File: src/rtl/alu_io_pkg.sv
// Shared ALU I/O definitions: datapath widths and operand-loader phase encoding.
// Also used by the LED result display side of the harness.
package alu_io_pkg;

  localparam int DATA_W     = 32;
  localparam int ALU_CTRL_W = 6;

  typedef enum logic [1:0] {
    S_A    = 2'd0,
    S_B    = 2'd1,
    S_CTRL = 2'd2,
    S_FIRE = 2'd3
  } phase_e;

  // Phase reached by a "next" press; S_FIRE is left unconditionally, never by a press.
  function automatic phase_e next_phase(input phase_e cur);
    case (cur)
      S_A:     return S_B;
      S_B:     return S_CTRL;
      default: return S_FIRE;
    endcase
  endfunction

endpackage

File: src/rtl/alu_operand_loader_if.sv
// ALU operand bus: operands, control word, completion strobe and phase status.
interface alu_op_if;
  import alu_io_pkg::*;

  logic [DATA_W-1:0]     operand_a;
  logic [DATA_W-1:0]     operand_b;
  logic [ALU_CTRL_W-1:0] alu_ctrl;
  logic                  op_valid;
  logic [1:0]            phase;

  modport master (output operand_a, operand_b, alu_ctrl, op_valid, phase);
  modport slave  (input  operand_a, operand_b, alu_ctrl, op_valid, phase);

endinterface

File: src/rtl/btn_debounce.sv
// Push-button conditioner: 2-FF synchronizer, stable-count debouncer and
// one-cycle press pulse on the debounced rising edge.
module btn_debounce #(
  parameter int DEBOUNCE_CYCLES = 1_000_000
) (
  input  logic clk,
  input  logic rst,
  input  logic btn,
  output logic level,
  output logic press
);

  localparam int CNT_W = $clog2(DEBOUNCE_CYCLES + 1);
  localparam logic [CNT_W-1:0] CNT_LAST = CNT_W'(DEBOUNCE_CYCLES - 1);

  logic             sync_q1;
  logic             sync_q2;
  logic [CNT_W-1:0] cnt;

  // NOTE: non-blocking assignments let the synchronizer stages shift in one
  // edge regardless of statement order; blocking would collapse them.
  always_ff @(posedge clk or posedge rst) begin
    if (rst) begin
      sync_q1 <= 1'b0;
      sync_q2 <= 1'b0;
      cnt     <= '0;
      level   <= 1'b0;
      press   <= 1'b0;
    end else begin
      sync_q1 <= btn;
      sync_q2 <= sync_q1;
      press   <= 1'b0;
      if (sync_q2 == level) begin
        cnt <= '0;
      end else if (cnt == CNT_LAST) begin
        // Level accepted after DEBOUNCE_CYCLES consecutive differing samples.
        level <= sync_q2;
        press <= sync_q2;
        cnt   <= '0;
      end else begin
        cnt <= cnt + 1'b1;
      end
    end
  end

endmodule

File: src/rtl/alu_operand_loader.sv
// Switch/button operand loader for the ALU test harness: builds A, B and the
// control word phase by phase, then strobes op_valid for one cycle.
module alu_operand_loader
  import alu_io_pkg::*;
#(
  parameter int SW_W            = 8,
  parameter int DEBOUNCE_CYCLES = 1_000_000
) (
  input  logic            clk,
  input  logic            rst,
  input  logic [SW_W-1:0] sw,
  input  logic            btn_load,
  input  logic            btn_next,
  alu_op_if.master        bus
);

  logic load_press;
  logic next_press;
  logic load_level_unused;
  logic next_level_unused;

  btn_debounce #(.DEBOUNCE_CYCLES(DEBOUNCE_CYCLES)) u_load_btn (
    .clk   (clk),
    .rst   (rst),
    .btn   (btn_load),
    .level (load_level_unused),
    .press (load_press)
  );

  btn_debounce #(.DEBOUNCE_CYCLES(DEBOUNCE_CYCLES)) u_next_btn (
    .clk   (clk),
    .rst   (rst),
    .btn   (btn_next),
    .level (next_level_unused),
    .press (next_press)
  );

  phase_e                state;
  logic                  first;
  logic [DATA_W-1:0]     operand_a;
  logic [DATA_W-1:0]     operand_b;
  logic [ALU_CTRL_W-1:0] alu_ctrl;
  logic                  op_valid;
  logic [DATA_W-1:0]     sw_ext;

  assign sw_ext = DATA_W'(sw);

  always_ff @(posedge clk or posedge rst) begin
    if (rst) begin
      state     <= S_A;
      first     <= 1'b1;
      operand_a <= '0;
      operand_b <= '0;
      alu_ctrl  <= '0;
      op_valid  <= 1'b0;
    end else if (state == S_FIRE) begin
      // Single fire cycle; any press pulse arriving now is dropped.
      state    <= S_A;
      first    <= 1'b1;
      op_valid <= 1'b0;
    end else begin
      if (load_press) begin
        first <= 1'b0;
        case (state)
          S_A:     operand_a <= first ? sw_ext : ((operand_a << SW_W) | sw_ext);
          S_B:     operand_b <= first ? sw_ext : ((operand_b << SW_W) | sw_ext);
          default: alu_ctrl  <= sw_ext[ALU_CTRL_W-1:0];
        endcase
      end
      // A same-cycle next press overrides the first-flag clear above.
      if (next_press) begin
        state <= next_phase(state);
        first <= 1'b1;
      end
      op_valid <= next_press && (state == S_CTRL);
    end
  end

  assign bus.operand_a = operand_a;
  assign bus.operand_b = operand_b;
  assign bus.alu_ctrl  = alu_ctrl;
  assign bus.op_valid  = op_valid;
  assign bus.phase     = state;

endmodule

File: src/flat_wrapper.sv
// flat-port wrapper written by rule: the top's interface ports become plain ports
module alu_operand_loader_flat import alu_io_pkg::*;
#(
  parameter int SW_W            = 8,
  parameter int DEBOUNCE_CYCLES = 1_000_000
)
  (clk, rst, sw, btn_load, btn_next, bus_operand_a, bus_operand_b, bus_alu_ctrl, bus_op_valid, bus_phase);
  alu_op_if bus_i ();
  input  logic clk;
  input  logic rst;
  input  logic [SW_W-1:0] sw;
  input  logic btn_load;
  input  logic btn_next;
  output wire logic [$bits(bus_i.operand_a)-1:0] bus_operand_a;
  output wire logic [$bits(bus_i.operand_b)-1:0] bus_operand_b;
  output wire logic [$bits(bus_i.alu_ctrl)-1:0] bus_alu_ctrl;
  output wire logic [$bits(bus_i.op_valid)-1:0] bus_op_valid;
  output wire logic [$bits(bus_i.phase)-1:0] bus_phase;
  assign bus_operand_a = bus_i.operand_a;
  assign bus_operand_b = bus_i.operand_b;
  assign bus_alu_ctrl = bus_i.alu_ctrl;
  assign bus_op_valid = bus_i.op_valid;
  assign bus_phase = bus_i.phase;
  alu_operand_loader #(.SW_W(SW_W), .DEBOUNCE_CYCLES(DEBOUNCE_CYCLES)) u_core (.clk(clk), .rst(rst), .sw(sw), .btn_load(btn_load), .btn_next(btn_next), .bus(bus_i));
endmodule
File: config.mk
export PLATFORM = sky130hd
export DESIGN_NAME = alu_operand_loader_flat
export DESIGN_NICKNAME = d
export VERILOG_FILES = /design/src/rtl/alu_io_pkg.sv /design/src/rtl/alu_operand_loader_if.sv /design/src/rtl/btn_debounce.sv /design/src/rtl/alu_operand_loader.sv /design/src/flat_wrapper.sv
export SDC_FILE = /design/constraint.sdc
export NUM_CORES = 1
export LEC_CHECK = 0
export BUFFER_PORTS_ARGS = -buffer_cell sky130_fd_sc_hd__buf_2
export CAP_MARGIN = 20
export CELL_PAD_IN_SITES_DETAIL_PLACEMENT = 1
export CELL_PAD_IN_SITES_GLOBAL_PLACEMENT = 1
export CORE_MARGIN = 10
export CORE_UTILIZATION = 30
export CTS_BUF_LIST = sky130_fd_sc_hd__clkbuf_8
export DETAILED_ROUTE_END_ITERATION = 7
export PLACE_DENSITY_LB_ADDON = 0.25
export SLEW_MARGIN = 20
export SYNTH_ARGS = -nofsm -noshare
export SYNTH_HDL_FRONTEND = slang
export SYNTH_SLANG_ARGS = --single-unit
File: constraint.sdc
create_clock -name clk -period 5.4 [get_ports clk]
set_input_delay 1.08 -clock clk [delete_from_list [all_inputs] [get_ports clk]]
set_output_delay 1.08 -clock clk [all_outputs]
set_load 0.01 [all_outputs]
# After elaboration in Yosys (flattened, before gate mapping)
# Cells that the tools add are included.
dict set report classes {
  n_addsub 2
  mux 17
  n_reduce_logical 10
  bitwise_logic 6
  n_eq_ne 7
}
# operator n
set ops {}
lappend ops {{$mux 20} 4}
lappend ops {{$mux 32} 2}
lappend ops {{$or 32x8->32} 2}
lappend ops {{$add 20x1->20 const B} 2}
lappend ops {{$eq 20x20->1 const B} 2}
lappend ops {{$reduce_and 3->1} 3}
lappend ops {{$mux 1} 8}
lappend ops {{$eq 2x2->1 const B} 2}
lappend ops {{$mux 2} 2}
lappend ops {{$not 1->1} 4}
lappend ops {{$pmux 2 s2} 1}
lappend ops {{$reduce_and 2->1} 2}
lappend ops {{$reduce_bool 3->1} 1}
lappend ops {{$eq 1x1->1} 2}
lappend ops {{$eq 2x1->1 const B} 1}
lappend ops {{$logic_not 2->1} 1}
lappend ops {{$reduce_bool 2->1} 1}
lappend ops {{$reduce_or 2->1} 1}
lappend ops {{$logic_and 1x1->1} 1}
dict set report word_totals {
  regBits 122
  word_cells 58
  output_inout_bits 73
  input_bits 12
}

# Longest topological paths before layout
# Gate-level depths: netlist of run 1.
dict set report depth {
  ltp_word 4
  depth_mapped 7
  mapped_depth_nobuf 5
}

# Hierarchy
# From an unflattened synthesis of run 1, not the netlist that was laid out.
dict set report unflattened {
  hier_cells 442
  area_unflattened_um2 5884.4
}
# module cells_each n_inst area_each_um2
set modules_own_cells {}
lappend modules_own_cells {alu_operand_loader 226 1 3507.1}
lappend modules_own_cells {btn_debounce 108 2 1188.6}

# Least setup slack after synthesis of run 1
# No wires, ideal clock.
dict set report synth_path {
  path_kind {register to register}
  from {register u_core.state[0] (netlist: u_core.bus.phase[0])}
  to {register u_core.operand_a[0] (netlist: u_core.bus.operand_a[0])}
  setup_ns 0.125
  stages_incl_launch_ff 7
  setup_slack_ns 3.546
  arrival_ns 1.729
  n_path_buf 2
  cell_sequence {dfrtp_1 > ha_1 > nor2b_1 > nand2_1 > clkbuf_1 > clkbuf_1 > mux2_2}
}
dict set report synth_via {
  elab_chain_len 3
  word_cells_on_any_way 4
  cone_classes {eq/ne: 1; bitwise: 1; reduce/logical: 2}
}
# item line
set synth_rtl {}
lappend synth_rtl {{start: declaration} alu_operand_loader.sv:38} ;# phase_e state;
lappend synth_rtl {{start signal: assignment} alu_operand_loader.sv:72} ;# state <= next_phase(state);
lappend synth_rtl {{$eq 2x2->1} alu_operand_loader.sv:56} ;# end else if (state == S_FIRE) begin
lappend synth_rtl {{$not 1->1 (no line)} n/a}
lappend synth_rtl {{$reduce_and 3->1 (no line) (*)} n/a}
lappend synth_rtl {{end signal: assignment} alu_operand_loader.sv:65} ;# S_A: operand_a <= first ? sw_ext : ((operand_a << SW_W) | sw_ext);
lappend synth_rtl {{end: declaration} alu_operand_loader.sv:40} ;# logic [DATA_W-1:0] operand_a;
# Mark *: on every way between the ends. The rest lies on a longest branch, timed or not.
# A chain may end at the register's enable or synchronous reset.

# Worst setup path in the final report of run 1
dict set report layout_path {
  from {register u_core.state[0] (netlist: u_core.bus.phase[0])}
  to {output port bus_phase[0]}
}
# item line
set layout_lines {}
lappend layout_lines {{end: declaration} flat_wrapper.sv:18} ;# output wire logic [$bits(bus_i.phase)-1:0] bus_phase;
# No word-level cell between the ends.

==> impl_metrics.yaml, run 1 <==
grt:
  grt_usage_pct: 11.30
  antenna_found_initial: 0
  grt_max_degree: 57
  grt_pass1_wl_microns: 21600
  grtUsageMet2_pct: 17.02
  grt_overflow: 0
  use_met3_pct: 3.189
  first_global_vias: 4065
  met1_usage_pct: 15.20
  top_usage_layer: "met2"
synthesis:
  ys_seq_elements: 122
  synth_top_area_share_pct: 58.02
  yosysWarnings: 0
  syn_area_sq_mm: 0.005219
  syn_nets: 524
  yosysSeqAreaShare_pct: 58.52
  yosysTopAreaCell: "dfrtp_1"
  synth_edf_count: 0
  syn_inst: 504
  synth_cell_types: 38
  avgSynthCellArea_sq_um: 10.35
  async_flop_share_pct: 100.0
  synth.area.top_cells: "dfrtp_1 (58%), nand2_1 (8.1%), mux2_2 (5.4%)"
  post-synth-top-count-cell: "dfrtp_1"
  synth.top_cells.by_count: "dfrtp_1 (121), nand2_1 (112), o21ai_0 (54), nor2_1 (41), mux2_2 (25)"
  ys.flop_type: "dfrtp_1"
timing:
  min_period_ns: 2.200
  finalCritPeriodShare_pct: 40.75
  worstMarginPinSlew_ns: 0.7799
  finalSetupViolations: 0
  rsz0062_at_grt: "no"
  maxSlewHeadroom_pct: 47.95
  final_max_slew_viol_count: 0
  hold_violations: 0
  finalSetupTns_ns: 0
  fmax_mhz: 454.4
  finalClockSkew_ns: 0.008401
final_layout:
  stdcell_count: 829
  utilization_pct: 36.56
  multi_input_area_sq_mm: 0.002042
  drive_gt1_share_pct: 26.49
  num_antenna_cells: 0
  final.fill_count: 1982
  fin_nets: 612
  area_growth_syn_to_layout_pct: 20.33
  register_area_sq_mm: 0.003054
placed_design:
  portBuffers: 84
  dp_hpwl_microns: 9271
  dp_cells: 798
  gp_congestion: 0.7566
clock_tree:
  htreeDepth: 4
  cts_tree: "done"
  post_cts.repair.setup_buffers: 0
  cts_inserted_buffers: 17
  insertion_delay_ns: 0.44
  cts.clk_slew.worst_paths_ns: 0.07
  post_cts_resized: 0
  cts_root_buffer: "clkbuf_8"
  ctsLongestPathBuffers: 2
  hold_buffers: 0
  cts.sinks: 122
route:
  drt_wl_total_microns: 12870
  vias_per_cell: 4.668
  detail_route.wl_per_cell_microns: 15.53
  first_pass_iters: 4
  first_iter_violations: 166
  antenna_left: 0
  drc: 0
  num_vias: 3870
worst_setup_path:
  cp.arrival_ns: 1.12
  cp_slowest_cell: "dfrtp_1"
  critPathRequiredTime_ns: 4.32
  max_stage_delay_ns: 0.49
  path_buf_inv: 1
  crit_family: "flip-flops"
  worst-path-max-fanout: 6
  endpoint_kind: "output pin"
  cp-start-kind: "flip-flop"
  critPathKind: "reg -> out"
  worstPathCellList: "buf_2"
worst_hold_path:
  hp-class: "reg -> reg"
power:
  p_leak_uw: 0.002884
  power_density_mw_per_mm2: 286.0
  max-vdd-ir-drop_v: 0.0001399
floorplan:
  initial_core_util_pct: 30.38
  die_area_sq_mm: 0.02307
  row_count: 48
  die_y_microns: 151.9
  io_pins: 85
  core-area_sq_mm: 0.01718
  die_x_microns: 151.9
status:
  status: "finished, final reports clean"
job:
  cap_viol_max_count: 0
cell usage in the layout (no fill, tap or decap), types with 3 or more instances in the layout:
master | synthesis | layout
buf_2 | 3 | 84
nand4_1 | 9 | 9
clkbuf_8 | 0 | 17
clkinv_2 | 0 | 3
and3_1 | 4 | 4
nand4_2 | 3 | 3
buf_4 | 0 | 6
inv_1 | 13 | 12
nor2_1 | 41 | 41
o21ai_0 | 54 | 54
mux2i_1 | 3 | 3
ha_1 | 8 | 8
clkinv_4 | 0 | 6
nand2_1 | 112 | 112
mux2_2 | 25 | 25
or3_1 | 3 | 3
a21oi_1 | 3 | 3
xnor2_1 | 24 | 24
nor4_1 | 10 | 10
nor3_1 | 9 | 9
xor2_1 | 7 | 7
dfrtp_1 | 121 | 121
nand3_1 | 12 | 12
routing by layer:
layer | wire, microns | part of all wire [%]
met1 | 6343 | 49
met3 | 557 | 4.3
met4 | 161 | 1.3
met2 | 5809 | 45
met5 | 0 | 0
metrics by stage:
stage / hold WS, ns / setup WS [ns] / instance area [sq um] / power [uW]
2_1_floorplan: 0.3312 / 1.079 / 5219 / 990.0
3_3_place_gp: 0.3357 / 3.171 / 5891 / 1020
3_5_place_dp: 0.3394 / 3.133 / 5894 / 1024
4_1_cts: 0.3561 / 3.140 / 6280 / 1828
5_1_grt: 0.3671 / 3.112 / 6280 / 1885
6_report: 0.3551 / 3.200 / 6280 / 1796
registers in the layout, summed over array words and instances (netlist names):
name                       cells
u_core.bus.alu_ctrl            6
u_core.bus.op_valid            1
u_core.bus.operand_a          32
u_core.bus.operand_b          32
u_core.bus.phase               2
u_core.first                   1
u_core.u_load_btn.cnt         20
u_core.u_load_btn.level        1
u_core.u_load_btn.press        1
u_core.u_load_btn.sync_q1      1
u_core.u_load_btn.sync_q2      1
u_core.u_next_btn.cnt         20
u_core.u_next_btn.level        1
u_core.u_next_btn.press        1
u_core.u_next_btn.sync_q1      1
u_core.u_next_btn.sync_q2      1
cell families after synthesis:
kind of cell / count (synthesis) / share of synthesized area, %
adders and majority gates: 8 / 1.918
muxes: 28 / 5.970
DFF: 122 / 58.52
xor gates and xnor gates: 31 / 5.203
buffers and inverters: 34 / 2.517
AOI/OAI and AO/OA: 62 / 6.186
and+or+nand+nor: 219 / 19.68
layout make-up:
class	instances	share of cell area, %
sequential	122	48.64
multi-input combinational	348	32.52
timing repair buffer	90	7.412
tap	225	4.483
clock buffer	17	3.726
clock inverter	14	2.411
inverter	13	0.8169
final timing paths:
kind / startpoint / end / slack [ns] / depth (start not counted)
setup / recovery: u_core.bus.phase[0]$_DFFE_PP0P_ / bus_phase[0] / 3.20 / 1
hold / removal: u_core.u_load_btn.sync_q1$_DFF_PP0_ / u_core.u_load_btn.sync_q2$_DFF_PP0_ / 0.36 / 0
setup reg to reg: u_core.u_next_btn.cnt[16]$_DFF_PP0_ / u_core.u_next_btn.cnt[12]$_DFF_PP0_ / 3.43 / 5
hold reg to reg: u_core.u_load_btn.sync_q1$_DFF_PP0_ / u_core.u_load_btn.sync_q2$_DFF_PP0_ / 0.36 / 0
max in group asynchronous: rst / u_core.first$_DFFE_PP1P_ / 3.69 / 3
min in group asynchronous: rst / u_core.u_next_btn.cnt[9]$_DFF_PP0_ / 0.75 / 2
power breakdown:
part	internal (uW)	switching [uW]
registers	927	11.3
clock network	409	385
logic	21.5	42.6
Note: power is estimated with default switching activity, not from simulation.
==> inputs of run 2 (changes only) <==
clock period = 1.77 ns   (was 5.4 ns; I/O delays follow)
==> run 2 against run 1 <==
  * Non-clock buffer count rose by 26
  * Die area unchanged
  * Count of clock-buffer cells in the layout unchanged
  * Clock skew up 0.0017 ns
  * Power rose to 3.2 times the previous value
  * Routed wire length grew 1.7%
  * Final cell count up 3.3%
  * Hold slack got worse by 0.20 ns
  * Worst setup slack lost 3.1 ns
  * Sequential share of layout area is 2.6 points lower
==> impl_metrics.yaml, run 2 (synthesized netlist as in run 1, its figures left out) <==
status:
  status: "finished, final reports clean"
floorplan:
  initial_core_util_pct: 30.38
  die_x_microns: 151.9
  io_pins: 85
  core-area_sq_mm: 0.01718
  die_area_sq_mm: 0.02307
  row_count: 48
  die_y_microns: 151.9
clock_tree:
  cts_root_buffer: "clkbuf_8"
  cts_inserted_buffers: 17
  ctsLongestPathBuffers: 2
  insertion_delay_ns: 0.44
  htreeDepth: 4
  cts.clk_slew.worst_paths_ns: 0.07
  cts_tree: "done"
  cts.sinks: 122
worst_hold_path:
  hp-class: "in -> reg"
  hp-start: "sw[7]"
  hold_end: "u_core.bus.operand_a[7]$_DFFE_PP0P_"
  holdPathStages: 2
timing:
  finalCritPeriodShare_pct: 94.82
  fmax_mhz: 595.8
  maxSlewHeadroom_pct: 69.20
  hold_violations: 0
  final_max_slew_viol_count: 0
  min_period_ns: 1.678
  finalSetupViolations: 0
  finalSetupTns_ns: 0
  fin_hold_ws_ns: 0.1578
  finalClockSkew_ns: 0.01012
  rsz0062_at_grt: "no"
  worstMarginPinSlew_ns: 0.4610
worst_setup_path:
  cp_slowest_cell: "or4_4"
  max_stage_delay_ns: 0.57
  reg2reg_slack_ns: 0.09
  critPathRequiredTime_ns: 2.14
  worst-path-max-fanout: 4
  rr_startpoint: "u_core.u_next_btn.cnt[11]$_DFF_PP0_"
  worstPathCellList: "nand4_4, or4_4, or3_1, a21oi_2"
  cp-start-kind: "flip-flop"
  cp.arrival_ns: 2.05
  endpoint_kind: "flip-flop"
  critPathKind: "reg -> reg"
  r2r-end: "u_core.u_next_btn.cnt[17]$_DFF_PP0_"
  rr_worst_depth: 4
grt:
  use_met3_pct: 3.500
  grt_pass1_wl_microns: 22310
  grt_usage_pct: 11.63
  grt_overflow: 0
  antenna_found_initial: 0
  grtUsageMet2_pct: 18.16
  grt_max_degree: 57
  first_global_vias: 4244
  top_usage_layer: "met2"
  met1_usage_pct: 14.81
route:
  vias_per_cell: 4.638
  first_iter_violations: 187
  first_pass_iters: 4
  num_vias: 3970
  detail_route.wl_per_cell_microns: 15.30
  drt_wl_total_microns: 13100
  antenna_left: 0
  drc: 0
final_layout:
  final_common_cell: "dfrtp_1"
  stdcell_count: 856
  drive_gt1_share_pct: 29.79
  postLayoutCellArea_sq_mm: 0.006640
  area_growth_syn_to_layout_pct: 27.24
  fin_nets: 638
  utilization_pct: 38.66
  num_antenna_cells: 0
  top_regs: "u_core.bus.operand_a x32, u_core.bus.operand_b x32"
  layout_common_cells: "dfrtp_1 (119), nand2_1 (112), buf_2 (84)"
placed_design:
  dp_hpwl_microns: 9480
  portBuffers: 84
  placed_area_sq_mm: 0.006100
  gp_congestion: 0.8031
  dp_cells: 819
power:
  max-vdd-ir-drop_v: 0.0004784
  p_leak_uw: 0.003071
  power_density_mw_per_mm2: 875.0
job:
  cap_viol_max_count: 0
-- run 2: critical path, delay by kind of cell (launching register included) --
family          cells  cell delay [ns]
simple gates        3             1.05
flops               1             0.43
compound gates      1             0.13
-- run 2: final cells by class --
| cell class | count | area [sq um] |
|---|---|---|
| Timing Repair Buffer | 116 | 725.7 |
| Clock inverter | 15 | 200.2 |
| Fill cell | 1984 | 10540 |
| Sequential cell | 122 | 3057 |
| Clock buffer | 17 | 234.0 |
| Multi-Input combinational cell | 348 | 2090 |
| Inverter | 13 | 52.55 |
| Tap cell | 225 | 281.5 |
-- run 2: where the power goes --
part,internal (uW),switching [uW]
Sequential,2830,35.5
Combinational,90.5,136
Clock,1540,1180
Total,4450,1360
-- run 2: worst max-delay path by stage --
stage / from / endpoint / slack (ns) / cells past startpoint
finish: u_core.u_next_btn.cnt[11]$_DFF_PP0_ / u_core.u_next_btn.cnt[17]$_DFF_PP0_ / 0.09 / 4
global route: u_core.u_next_btn.cnt[0]$_DFF_PP0_ / u_core.u_next_btn.cnt[18]$_DFF_PP0_ / 0.003 / 5
CTS: u_core.u_next_btn.cnt[17]$_DFF_PP0_ / u_core.u_next_btn.level$_DFFE_PP0P_ / 0.003 / 4
detailed placement: u_core.u_next_btn.cnt[1]$_DFF_PP0_ / u_core.u_next_btn.cnt[18]$_DFF_PP0_ / 0.03 / 5
global placement: u_core.u_next_btn.cnt[1]$_DFF_PP0_ / u_core.u_next_btn.cnt[18]$_DFF_PP0_ / 0.07 / 5
floorplan: rst / u_core.bus.alu_ctrl[0]$_DFFE_PP0P_ / -0.08 / 1
-- run 2: per-stage QoR --
| step | total power (uW) | setup WS, ns |
|---|---|---|
| 2_1_floorplan | 3021 | -0.08051 |
| 3_3_place_gp | 3131 | 0.06598 |
| 3_5_place_dp | 3142 | 0.02669 |
| 4_1_cts | 5926 | 0.003369 |
| 5_1_grt | 6082 | 0.003217 |
| 6_report | 5810 | 0.09169 |
-- run 2: per-layer routing --
layer	share of wire, %	up-vias
met5	0	-
met4	1.3	0
met3	4.1	17
met2	47	76
met1	48	1958
li1	-	1919
-- run 2: timing repair --
item,in CTS,in global routing
endpoints found under the setup margin,0,24
hold buffers,3,0
endpoints found under the hold margin,17,0
gates resized for setup,0,13
setup buffers,0,2
==> inputs of run 3 (changes only) <==
CTS_CLUSTER_DIAMETER = 30   (was default)
PLACE_DENSITY_LB_ADDON = 0.05   (was 0.25)
SETUP_SLACK_MARGIN = 0.3   (was default)
==> run 3 against run 2 <==
  * Core utilization grew 2.3 points
  * Sequential share of layout area shrank 2.4 points
  * Critical path depth grew 1
  * Sequential power is essentially flat
  * Maximum frequency shrank 2.2%
  * Final area grew 5.9%
  * Sequential cell count is the same
  * Worst setup slack lost 0.037 ns
  * Final cell count grew 1.3%
  * Clock skew grew 0.00058 ns
  * Global-route usage grew 0.24 points
  * Critical endpoint is now u_core.u_next_btn.cnt[3]$_DFF_PP0_
  * Highest routed layer unchanged
==> impl_metrics.yaml, run 3 (synthesized netlist as in run 1, its figures left out) <==
route:
  drc: 0
  first_iter_violations: 200
  vias_per_cell: 4.659
  num_vias: 4039
  detail_route.wl_per_cell_microns: 16.35
  first_pass_iters: 4
  antenna_left: 0
  drt_wl_total_microns: 14180
final_layout:
  top_regs: "u_core.bus.operand_a x32, u_core.bus.operand_b x32"
  fin_nets: 651
  area_growth_syn_to_layout_pct: 34.69
  utilization_pct: 40.92
  postLayoutCellArea_sq_mm: 0.007029
  num_antenna_cells: 0
  drive_gt1_share_pct: 39.41
  layout_common_cells: "dfrtp_1 (112), nand2_1 (108), buf_2 (84)"
  final_common_cell: "dfrtp_1"
worst_setup_path:
  critPathKind: "reg -> reg"
  critPathRequiredTime_ns: 2.09
  worst-path-max-fanout: 8
  endpoint_kind: "flip-flop"
  cp-start-kind: "flip-flop"
  cp.arrival_ns: 2.04
job:
  cap_viol_max_count: 0
placed_design:
  gp_congestion: 0.7707
  dp_hpwl_microns: 9152
  portBuffers: 84
  pre_cts_ws_ns: 0.01759
  placed_area_sq_mm: 0.006071
power:
  intPower_uw: 4441
  p_seq_share_pct: 50.1
  max-vdd-ir-drop_v: 0.0004001
  power_density_mw_per_mm2: 813.1
  p_total_uw: 5716
  p_comb_share_pct: 4.8
  swShare_pct: 22.30
  p_sw_uw: 1274
  p_leak_uw: 0.003142
  pwr-share-clk_pct: 45.1
clock_tree:
  cts.clk_slew.worst_paths_ns: 0.07
  cts_tree: "done"
  htreeDepth: 4
  insertion_delay_ns: 0.44
  cts_root_buffer: "clkbuf_8"
  cts.sinks: 122
  ctsLongestPathBuffers: 2
  cts_inserted_buffers: 17
timing:
  maxSlewHeadroom_pct: 65.80
  layout_setup_ws_ns: 0.05460
  worstMarginPinSlew_ns: 0.5130
  hold_violations: 0
  min_period_ns: 1.715
  final_max_slew_viol_count: 0
  rsz0062_at_grt: "yes"
  finalClockSkew_ns: 0.01070
  finalSetupTns_ns: 0
  finalSetupViolations: 0
  finalCritPeriodShare_pct: 96.92
  fmax_mhz: 583.0
worst_hold_path:
  hp-class: "in -> async"
grt:
  antenna_found_initial: 0
  grt_max_degree: 61
  grt_usage_pct: 11.87
  first_global_vias: 4267
  grt_pass1_wl_microns: 22630
  grt_overflow: 0
status:
  status: "finished, final reports clean"
floorplan:
  initial_core_util_pct: 30.38
  die_y_microns: 151.9
  die_x_microns: 151.9
  row_count: 48
  core-area_sq_mm: 0.01718
  io_pins: 85
  die_area_sq_mm: 0.02307
[run 3: area by class of cell]
type,count,area (sq um)
sequential,122,3065
inverter,13,52.55
timing repair buffer,129,902.1
tap,225,281.5
multi-input combinational,348,2312
clock buffer,24,330.3
fill,1971,10150
clock inverter,6,85.08
[run 3: metrics by stage]
stage / instances / hold WS (ns)
detailed placement: 808 / 0.3464
global placement: 808 / 0.3414
global route: 867 / 0.03344
finish: 867 / 0.02876
CTS: 855 / 0.01833
floorplan: 504 / 0.3312
[run 3: what timing repair did]
item / CTS / global route
setup endpoints to repair: 114 / 109
endpoints found under the hold margin: 2 / 0
resized for setup: 26 / 52
hold buffers: 2 / 0
buffers inserted: 13 / 10
pin swaps: 16 / 12
cloned: 2 / 2
[run 3: routing by layer]
| layer | vias up | global-route usage [%] | routed length [microns] |
|---|---|---|---|
| met5 | - | 0 | 0 |
| met1 | 1997 | 14.49 | 6476 |
| met2 | 70 | 19.51 | 6953 |
| met3 | 18 | 3.669 | 533 |
| met4 | 0 | 3.851 | 214 |
| li1 | 1954 | - | - |
[run 3: power groups by stage]
stage | Combinational [uW] | Sequential (uW) | Clock [uW]
final | 274 | 2860 | 2580
after global routing | 305 | 2870 | 2840
after CTS | 252 | 2860 | 2700
after detailed placement | 222 | 2920 | 0
after global placement | 217 | 2910 | 0
after floorplan | 109 | 2920 | 0
[run 3: path summary, 6_finish.rpt]
path                                                      from                             endpoint  slack (ns)  depth (start not counted)
setup / recovery            u_core.u_next_btn.cnt[7]$_DFF_PP0_   u_core.u_next_btn.cnt[3]$_DFF_PP0_        0.05                          5
min in group clk                                         sw[7]  u_core.bus.operand_b[7]$_DFFE_PP0P_        0.18                          2
setup reg to reg            u_core.u_next_btn.cnt[7]$_DFF_PP0_   u_core.u_next_btn.cnt[3]$_DFF_PP0_        0.05                          5
max in group asynchronous                                  rst  u_core.u_next_btn.cnt[11]$_DFF_PP0_        1.32                          3
hold reg to reg            u_core.u_load_btn.sync_q1$_DFF_PP0_  u_core.u_load_btn.sync_q2$_DFF_PP0_        0.36                          0
hold / removal                                             rst  u_core.bus.operand_a[2]$_DFFE_PP0P_        0.03                          3
[run 3: worst max-delay path, stage by stage, from the launching register on]
cell and delay [ns]:
dfrtp_1 0.46, or4b_4 0.60, o31ai_4 0.19, buf_6 0.16
clkbuf_16 0.15, nor2_1 0.04
